[config.mk]
export PLATFORM = sky130hd
export DESIGN_NAME = serial_mod_residue
export DESIGN_NICKNAME = d
export VERILOG_FILES = /design/src/rtl/serial_mod_pkg.sv /design/src/rtl/mod_residue_step.sv /design/src/rtl/serial_mod_residue.sv
export SDC_FILE = /design/constraint.sdc
export NUM_CORES = 1
export LEC_CHECK = 0
export CELL_PAD_IN_SITES_DETAIL_PLACEMENT = 0
export CELL_PAD_IN_SITES_GLOBAL_PLACEMENT = 1
export CORE_UTILIZATION = 47
export CTS_CLUSTER_SIZE = 28
export DETAILED_ROUTE_END_ITERATION = 16
export GPL_TIMING_DRIVEN = 0
export MAX_ROUTING_LAYER = met4
export PLACE_DENSITY = 0.9
export SLEW_MARGIN = 20
export SYNTH_ARGS = -nofsm -noshare
export SYNTH_HDL_FRONTEND = slang
export SYNTH_HIERARCHICAL = 1
export SYNTH_SLANG_ARGS = --single-unit
[constraint.sdc]
create_clock -name clk -period 3.5 [get_ports clk]
set_clock_uncertainty 0.2 [all_clocks]
set_input_delay 0.35 -clock clk [delete_from_list [all_inputs] [get_ports clk]]
set_output_delay 0.35 -clock clk [all_outputs]
set_load 0.005 [all_outputs]
[src/rtl/serial_mod_pkg.sv]
// serial_mod_pkg: shared state encoding and width helpers for the serial residue engine
package serial_mod_pkg;
  typedef enum logic {IDLE = 1'b0, RUN = 1'b1} state_t;
  function automatic int clog2(input int v);
    int r;
    r = 0;
    while ((1 << r) < v) r++;
    return r;
  endfunction
  function automatic int rw_of(input int m);
    return clog2(m) < 1 ? 1 : clog2(m);
  endfunction
endpackage

[src/rtl/mod_residue_step.sv]
// mod_residue_step: one-bit residue update, either MSB-first (2r+b) or LSB-first (r+b*w), one conditional subtract
module mod_residue_step #(
  parameter int MOD = 7,
  parameter int RW  = 3
) (
  input  logic [RW-1:0] r,
  input  logic          b,
  input  logic [RW-1:0] w,
  input  logic          lsb,
  output logic [RW-1:0] nr
);
  localparam logic [RW:0] M = (RW+1)'(MOD);
  logic [RW:0] s;
  // both sums stay below 2*MOD, so a single subtract reduces them
  always_comb begin
    s  = lsb ? {1'b0, r} + (b ? {1'b0, w} : '0) : {r, b};
    nr = s >= M ? RW'(s - M) : s[RW-1:0];
  end
endmodule

[src/rtl/serial_mod_residue.sv]
// serial_mod_residue: multi-channel framed serial residue engine with shared framing FSM
module serial_mod_residue
  import serial_mod_pkg::*;
#(
  parameter int MOD       = 7,
  parameter int CH        = 1,
  parameter int FRAME_LEN = 16,
  parameter int LSB_FIRST = 0
) (
  input  logic                         clk,
  input  logic                         rst_n,
  input  logic                         in_valid,
  input  logic                         sof,
  input  logic [CH-1:0]                data_in,
  output logic [CH*rw_of(MOD)-1:0]     res_live,
  output logic [CH*rw_of(MOD)-1:0]     res_out,
  output logic [CH-1:0]                div_flag,
  output logic                         out_valid,
  output logic                         busy,
  output logic                         frame_abort
);
  localparam int RW = rw_of(MOD);
  localparam logic [RW:0] M = (RW+1)'(MOD);
  localparam logic [RW-1:0] W0 = RW'(1);
  localparam logic [RW-1:0] W1 = RW'(2 % MOD);
  localparam logic [15:0] LAST = 16'(FRAME_LEN - 1);
  state_t state;
  logic [15:0] cnt;
  logic [RW-1:0] w;
  logic [RW:0] wd;
  logic [RW-1:0] w_nxt;
  logic [CH*RW-1:0] nxt;
  logic [CH-1:0] zero;
  logic accept;
  logic last;
  assign accept = in_valid & (sof | (state == RUN));
  assign last   = sof ? (FRAME_LEN == 1) : (cnt == LAST);
  assign wd     = {w, 1'b0};
  assign w_nxt  = wd >= M ? RW'(wd - M) : wd[RW-1:0];
  assign busy   = state == RUN;
  // sof restarts every channel from r=0 with weight 1
  for (genvar g = 0; g < CH; g++) begin : g_ch
    mod_residue_step #(.MOD(MOD), .RW(RW)) u_step (
      .r  (sof ? '0 : res_live[g*RW +: RW]),
      .b  (data_in[g]),
      .w  (sof ? W0 : w),
      .lsb(LSB_FIRST != 0),
      .nr (nxt[g*RW +: RW])
    );
    assign zero[g] = nxt[g*RW +: RW] == '0;
  end
  // framing FSM, shared counter/weight and registered results
  always_ff @(posedge clk or negedge rst_n) begin
    if (!rst_n) begin
      state       <= IDLE;
      cnt         <= '0;
      w           <= W0;
      res_live    <= '0;
      res_out     <= '0;
      div_flag    <= '0;
      out_valid   <= 1'b0;
      frame_abort <= 1'b0;
    end else begin
      out_valid   <= 1'b0;
      frame_abort <= 1'b0;
      if (accept) begin
        res_live    <= nxt;
        frame_abort <= sof & (state == RUN);
        w           <= sof ? W1 : w_nxt;
        cnt         <= sof ? 16'd1 : cnt + 16'd1;
        state       <= last ? IDLE : RUN;
        if (last) begin
          res_out   <= nxt;
          div_flag  <= zero;
          out_valid <= 1'b1;
        end
      end
    end
  end
endmodule

==> key figures, run 1 <==
Final layout
  • Non-Filler Instances: 239
  • Post-route design area: ~1900 sq um
  • Fill count: around 320
  • Util after Layout: 57.1%
  • Layout area overhead: 16.7%
  • Share of layout cells above drive strength 1: 14.0%
  • Ant. Diodes: 0
  • Fin nets: 203

STA
  • Max frequency: about 360 MHz
  • Slew headroom: 57.7%
  • Fin. Hold Viols: 0
  • Tmin final: 2.75 ns
  • Final setup fails: 0
  • Period Utilization, post-route: roughly four fifths
  • Setup tns final: 0 ns
  • RSZ-0062 raised after global routing: false
  • Slew Viols, Final: 0
  • Setup ws final: 0.753 ns
  • Slew @ Worst Pin: 0.634 ns

Route
  • Initial DRC count: 50
  • Vias: 1,266
  • Number of remaining DRC errors: 0
  • Number of vias per cell: 5.30
  • Antenna Nets Post-Route: 0
  • Drt wl/cell: about 13 um
  • WL final: 3.19 mm
  • Number of iterations in the first detailed-routing pass: 4

Synthesis
  • Distinct cells, synth: 41
  • Synth Instances: 170
  • Cell type with the largest total area after synthesis: dfrtp_1
  • Synth top area share: 42.9%
  • Top post-synthesis cells by area: dfrtp_1, nand2_1, mux2_2
  • Yosys Warn Count: 6
  • Top post-synthesis cells by count: dfrtp_1, nand2_1, nor2_1
  • Count leader, synth: dfrtp_1
  • Post-synth EDFFs: 0
  • Yosys reg bits: 29
  • Syn Nets: between 150 and 200
  • Post-synthesis sequential area ratio: 44.5%
  • Mapped Area: 1630 sq um
  • Post-synth top flop: dfrtp_1
  • Asr flop ratio synth: 100%
  • Syn_area_per_cell: 9.60 sq um

Clocking
  • Clock tree buffer depth: 2
  • Clock root buffer: clkbuf_4
  • Num CTS Buffers: 5
  • Clock-pin slew on the worst setup and hold paths: 0.08 ns
  • CTS tree: built
  • Num Clock Sinks: 29
  • Post-CTS resize count: 0
  • Maximum level of the CTS H-tree: 2
  • Clk Latency, worst-skew pair: ~0.33 ns
  • Number of hold buffers added after CTS: 1
  • Setup Buffers After CTS: 0

Worst setup path
  • Crit Path Max Fanout: 10
  • R2R depth: 8
  • Crit path kind: input port to register
  • Critical path launch point type: input port
  • Worst setup EP type: register
  • Crit path DAT: 2.82 ns
  • WP data required: 3.57 ns

Die
  • Die span in y: slightly above 60 um
  • Chip width: just over 60 um
  • Core area: 3340 sq um
  • # IOs: 15
  • Initial core utilization: between 40 and 50%
  • FP Rows: 21
  • Full die area: about 3700 sq um

Global routing
  • First-pass GRT wire length: between 5 and 6 mm
  • Grt total ovfl: 0
  • Initial antenna violation count: 0
  • Largest net degree at the start of global routing: 30
  • Total track usage: 22.2%
  • Vias in the first global route: 1,236

Placed design
  • Port bufs: 14
  • Routability cong.: 0.803
  • Placed cell area: 1830 sq um
  • Placed insts: 230
  • DP Worst Slack: roughly 0.41 ns
  • DP HPWL: 2.49 mm

Power and ir drop
  • Highest ir drop seen on vdd: approximately 0.00030 V
  • Leakage: 0.827 nW
  • Power Dens Cells: 396 nW/um^2

Hold path
  • Worst Hold Path Cells: 2
  • Type of the worst min-delay path: register to register

Outcome
  • Status: finished clean

Flow run
  • Max_cap viols: 0
## layout by cell type (no fill, tap or decap), drive strengths merged, types with 2 or more instances in the layout
cell type | synthesis | final
nor2b | 7 | 7
o21ai | 5 | 5
nor3 | 9 | 9
buf | 1 | 2
clkdlybuf4s50 | 0 | 13
and2 | 3 | 3
or2 | 3 | 3
inv | 5 | 5
nand4 | 3 | 3
nor4 | 5 | 5
a21oi | 4 | 4
nor2 | 20 | 20
nand3 | 6 | 6
clkbuf | 4 | 11
nand2 | 25 | 25
xnor2 | 10 | 10
mux2 | 10 | 10
ha | 5 | 5
dfrtp | 28 | 28
## through the flow
step	total power [mW]	hold WS, ns
3_5_place_dp	0.535	0.210
5_1_grt	0.802	0.343
3_3_place_gp	0.524	0.257
2_1_floorplan	0.474	-0.146
4_1_cts	0.767	0.305
6_report	0.754	0.300
## routing by layer
layer | share of wire, % | vias to the layer above | GRT usage [%] | wire [um]
met4 | 1.7 | 0 | 8.44 | 55
met5 | 0 | - | - | 0
li1 | - | 629 | - | -
met3 | 2.9 | 6 | 5.97 | 93
met2 | 50 | 15 | 35.5 | 1600
met1 | 45 | 616 | 26.8 | 1440
## layout make-up
| type | count | area [sq um] | share of cell area (%) |
|---|---|---|---|
| buffer | 5 | 22.5 | 1.18 |
| clock buffer | 7 | 65.1 | 3.41 |
| timing repair buffer | 15 | 145 | 7.62 |
| clock inverter | 1 | 5.00 | 0.263 |
| inverter | 5 | 18.8 | 0.985 |
| multi-input combinational | 131 | 865 | 45.4 |
| sequential | 29 | 727 | 38.1 |
| tap | 46 | 57.6 | 3.02 |
## worst max-delay path, stage by stage
cell and delay, ns:
clkdlybuf4s50_1 0.63, clkbuf_1 0.36, nor2b_1 0.12, nor2_1 0.11, a21oi_1 0.06, ha_1 0.22, a2bb2oi_2 0.19, mux2_1 0.39
nor3_1 0.21, mux2_2 0.17
## report_power, final
group          internal (mW)  switching (mW)
Combinational         0.0734          0.0746
Sequential             0.358          0.0210
Clock                  0.116           0.111
## registers in the layout, indices dropped and copies added (netlist names)
register / count
res_live: 3
div_flag: 1
w: 3
cnt: 16
busy: 1
frame_abort: 1
res_out: 3
out_valid: 1
## cell families after synthesis
kind of cell,count (synthesis),share of synthesized area [%]
AO/OA/AOI/OAI,15,6.13
flip-flops,29,44.5
XOR/XNOR,11,5.90
other,1,0.230
adder cells (fa/ha/maj),6,5.06
AND/OR/NAND/NOR,86,26.5
buffers and inverters,10,2.53
multiplexers,12,9.12
## path summary, 6_finish.rpt
path	start	to	slack, ns
worst max-delay path	sof	div_flag	0.75
worst min-delay path	res_live[2]	res_live[2]	0.30
worst max register to register	res_live[0]	div_flag	1.34
worst min register to register	res_live[2]	res_live[2]	0.30
max in group asynchronous	rst_n	res_live[2]	2.31
min in group asynchronous	rst_n	w[2]	0.37
Note: power is estimated with default switching activity, not from simulation.
==> run 2: changes to the inputs <==
--- a/config.mk
+++ b/config.mk
@@ -7,12 +7,12 @@
 export LEC_CHECK = 0
 export CELL_PAD_IN_SITES_DETAIL_PLACEMENT = 0
 export CELL_PAD_IN_SITES_GLOBAL_PLACEMENT = 1
-export CORE_UTILIZATION = 47
+export CORE_UTILIZATION = 44
 export CTS_CLUSTER_SIZE = 28
 export DETAILED_ROUTE_END_ITERATION = 16
 export GPL_TIMING_DRIVEN = 0
 export MAX_ROUTING_LAYER = met4
-export PLACE_DENSITY = 0.9
+export PLACE_DENSITY = 0.86
 export SLEW_MARGIN = 20
 export SYNTH_ARGS = -nofsm -noshare
 export SYNTH_HDL_FRONTEND = slang
==> constraint.sdc (replaced) <==
create_clock -name clk -period 2.76 [get_ports clk]
set_clock_uncertainty 0.2 [all_clocks]
set_input_delay 0.276 -clock clk [delete_from_list [all_inputs] [get_ports clk]]
set_output_delay 0.276 -clock clk [all_outputs]
set_load 0.005 [all_outputs]
==> key figures, run 2 (synthesis gave the netlist of run 1 again) <==
Outcome
  • Status: finished clean

STA
  • Slew headroom: 57.6% (-0.14 points)
  • Slew Viols, Final: 0 (unchanged)
  • Final setup fails: 0 (unchanged)
  • Tmin final: approximately 2.6 ns
  • Setup ws final: 0.170 ns (-0.582 ns)
  • Period Utilization, post-route: 93.8%
  • Max frequency: 386 MHz
  • Slew @ Worst Pin: 0.637 ns (+0.00214 ns)
  • Fin. Hold Viols: 0 (unchanged)
  • Hold slack: 0.288 ns (-0.0122 ns)
  • RSZ-0062 raised after global routing: false
  • Setup tns final: 0 ns (unchanged)

Final layout
  • Largest register by flop count: cnt
  • Most common cell after layout, fill and taps aside: dfrtp_1
  • Fin nets: 203 (unchanged)
  • Util after Layout: 56.3% (-0.80 points)
  • Non-Filler Instances: 239 (unchanged)
  • Most frequent cells in the layout: dfrtp_1, nand2_1, nor2_1
  • Share of layout cells above drive strength 1: 14.5% (+0.52 points)
  • Max FFs per register: 16 (unchanged)
  • Post-route design area: 1940 sq um (+1.7%)
  • Ant. Diodes: 0 (unchanged)
  • Layout area overhead: 18.7%

Placed design
  • Port bufs: 14 (unchanged)
  • DP Worst Slack: -0.265 ns (-0.680 ns)
  • Placed cell area: 1830 sq um (unchanged)
  • Placed insts: 230 (unchanged)
  • Routability cong.: 0.838 (+4.3%)
  • DP HPWL: 2.37 mm (-4.7%)

Power and ir drop
  • Final Power: 1.04 mW (+39%)
  • Leakage: 0.843 nW (+1.9%)
  • Highest ir drop seen on vdd: 0.000311 V (+5.3%)
  • Power Dens Cells: 539 nW/um^2 (+36%)

Clocking
  • CTS tree: built
  • Clk Latency, worst-skew pair: 0.28 ns (-0.05 ns)
  • Num CTS Buffers: 5 (unchanged)
  • Clock tree buffer depth: 2 (unchanged)
  • Clock root buffer: clkbuf_8
  • Setup Buffers After CTS: 0 (unchanged)
  • Num Clock Sinks: 29 (unchanged)
  • Clock-pin slew on the worst setup and hold paths: 0.06 ns (-0.02 ns)
  • Maximum level of the CTS H-tree: 2 (unchanged)

Worst setup path
  • Worst setup EP type: register
  • WP data required: 2.78 ns (-0.79 ns)
  • Biggest cell delay along the critical path: 0.63 ns (about the same)
  • Crit path DAT: 2.61 ns (-0.21 ns)
  • Crit Path Max Fanout: 10 (unchanged)
  • Critical path launch point type: input port
  • Crit path kind: input port to register
  • Worst-path cell chain: clkdlybuf4s50_1 > clkbuf_2 > nor2b_1 > nor2_1 > a21oi_1 > ha_1 > a2bb2oi_2 > mux2_1 > nor3_1 > mux2_2
  • Critical Path Slowest Stage Cell: clkdlybuf4s50_1

Global routing
  • Largest net degree at the start of global routing: 30 (unchanged)
  • First-pass GRT wire length: 5.72 mm (+2.0%)
  • Grt total ovfl: 0 (unchanged)
  • Total track usage: 19.3% (-2.9 points)
  • Vias in the first global route: 1,248 (+0.97%)
  • Initial antenna violation count: 0 (unchanged)

Route
  • WL final: 3.16 mm (-0.97%)
  • Number of vias per cell: 5.21 (-1.7%)
  • Number of remaining DRC errors: 0 (unchanged)
  • Vias: 1,245 (-1.7%)
  • Initial DRC count: 47 (-6.0%)
  • Number of iterations in the first detailed-routing pass: 4 (unchanged)
  • Antenna Nets Post-Route: 0 (unchanged)
  • Drt wl/cell: 13.2 um (-0.97%)

Die
  • Core area: 3440 sq um (+3.1%)
  • Chip width: 62.9 um (+3.2%)
  • Full die area: 3960 sq um (+6.6%)
  • Initial core utilization: 47.4% (-1.5 points)
  • FP Rows: 21 (unchanged)
  • # IOs: 15 (unchanged)
  • Die span in y: 62.9 um (+3.2%)

Flow run
  • Max_cap viols: 0 (unchanged)

Hold path
  • Type of the worst min-delay path: register to register
## run 2: cell counts in the layout (fill, tap and decap cells not counted)
No cell type changed its count.
## run 2: what timing repair did
item / in CTS / in global routing
hold endpoints to repair: 28 / 0
endpoints found under the setup margin: 0 / 2
resized for setup: 0 / 2
hold buffers: 1 / 0
## run 2: routing by layer
| metal | track usage, % | share of wire, % |
|---|---|---|
| met1 | 23.9 | 49 |
| met4 | 7.27 | 1.6 |
| met5 | - | 0 |
| met2 | 30.0 | 47 |
| met3 | 4.93 | 2.9 |
## run 2: worst max-delay path, delay by kind of cell
kind,cells,cell delay (ns)
buffers and inverters,2,0.91
and+or+nand+nor,3,0.40
muxes,2,0.56
AOI/OAI and AO/OA,2,0.25
adders and majority gates,1,0.21
## run 2: area by class of cell
cell class / count / area (sq um)
Sequential cell: 29 / 727
Clock inverter: 1 / 5.00
Inverter: 5 / 18.8
Buffer: 5 / 23.8
Timing Repair Buffer: 15 / 145
Tap cell: 46 / 57.6
Multi-Input combinational cell: 131 / 865
Clock buffer: 7 / 96.3
Fill cell: 315 / 1500
## run 2: final timing paths
kind / from / to / slack (ns) / cells past startpoint
min in group asynchronous: rst_n / res_out[2] / 0.36 / 2
worst max-delay path: sof / div_flag / 0.17 / 10
worst min-delay path: res_live[1] / res_live[1] / 0.29 / 2
max in group asynchronous: rst_n / cnt[1] / 1.59 / 2
worst min register to register: res_live[1] / res_live[1] / 0.29 / 2
worst max register to register: res_live[0] / div_flag / 0.63 / 8
## run 2: where the power goes
part	internal, mW	switching, mW
combinational	0.0926	0.0925
sequential	0.455	0.0255
clock	0.225	0.155
total	0.772	0.273
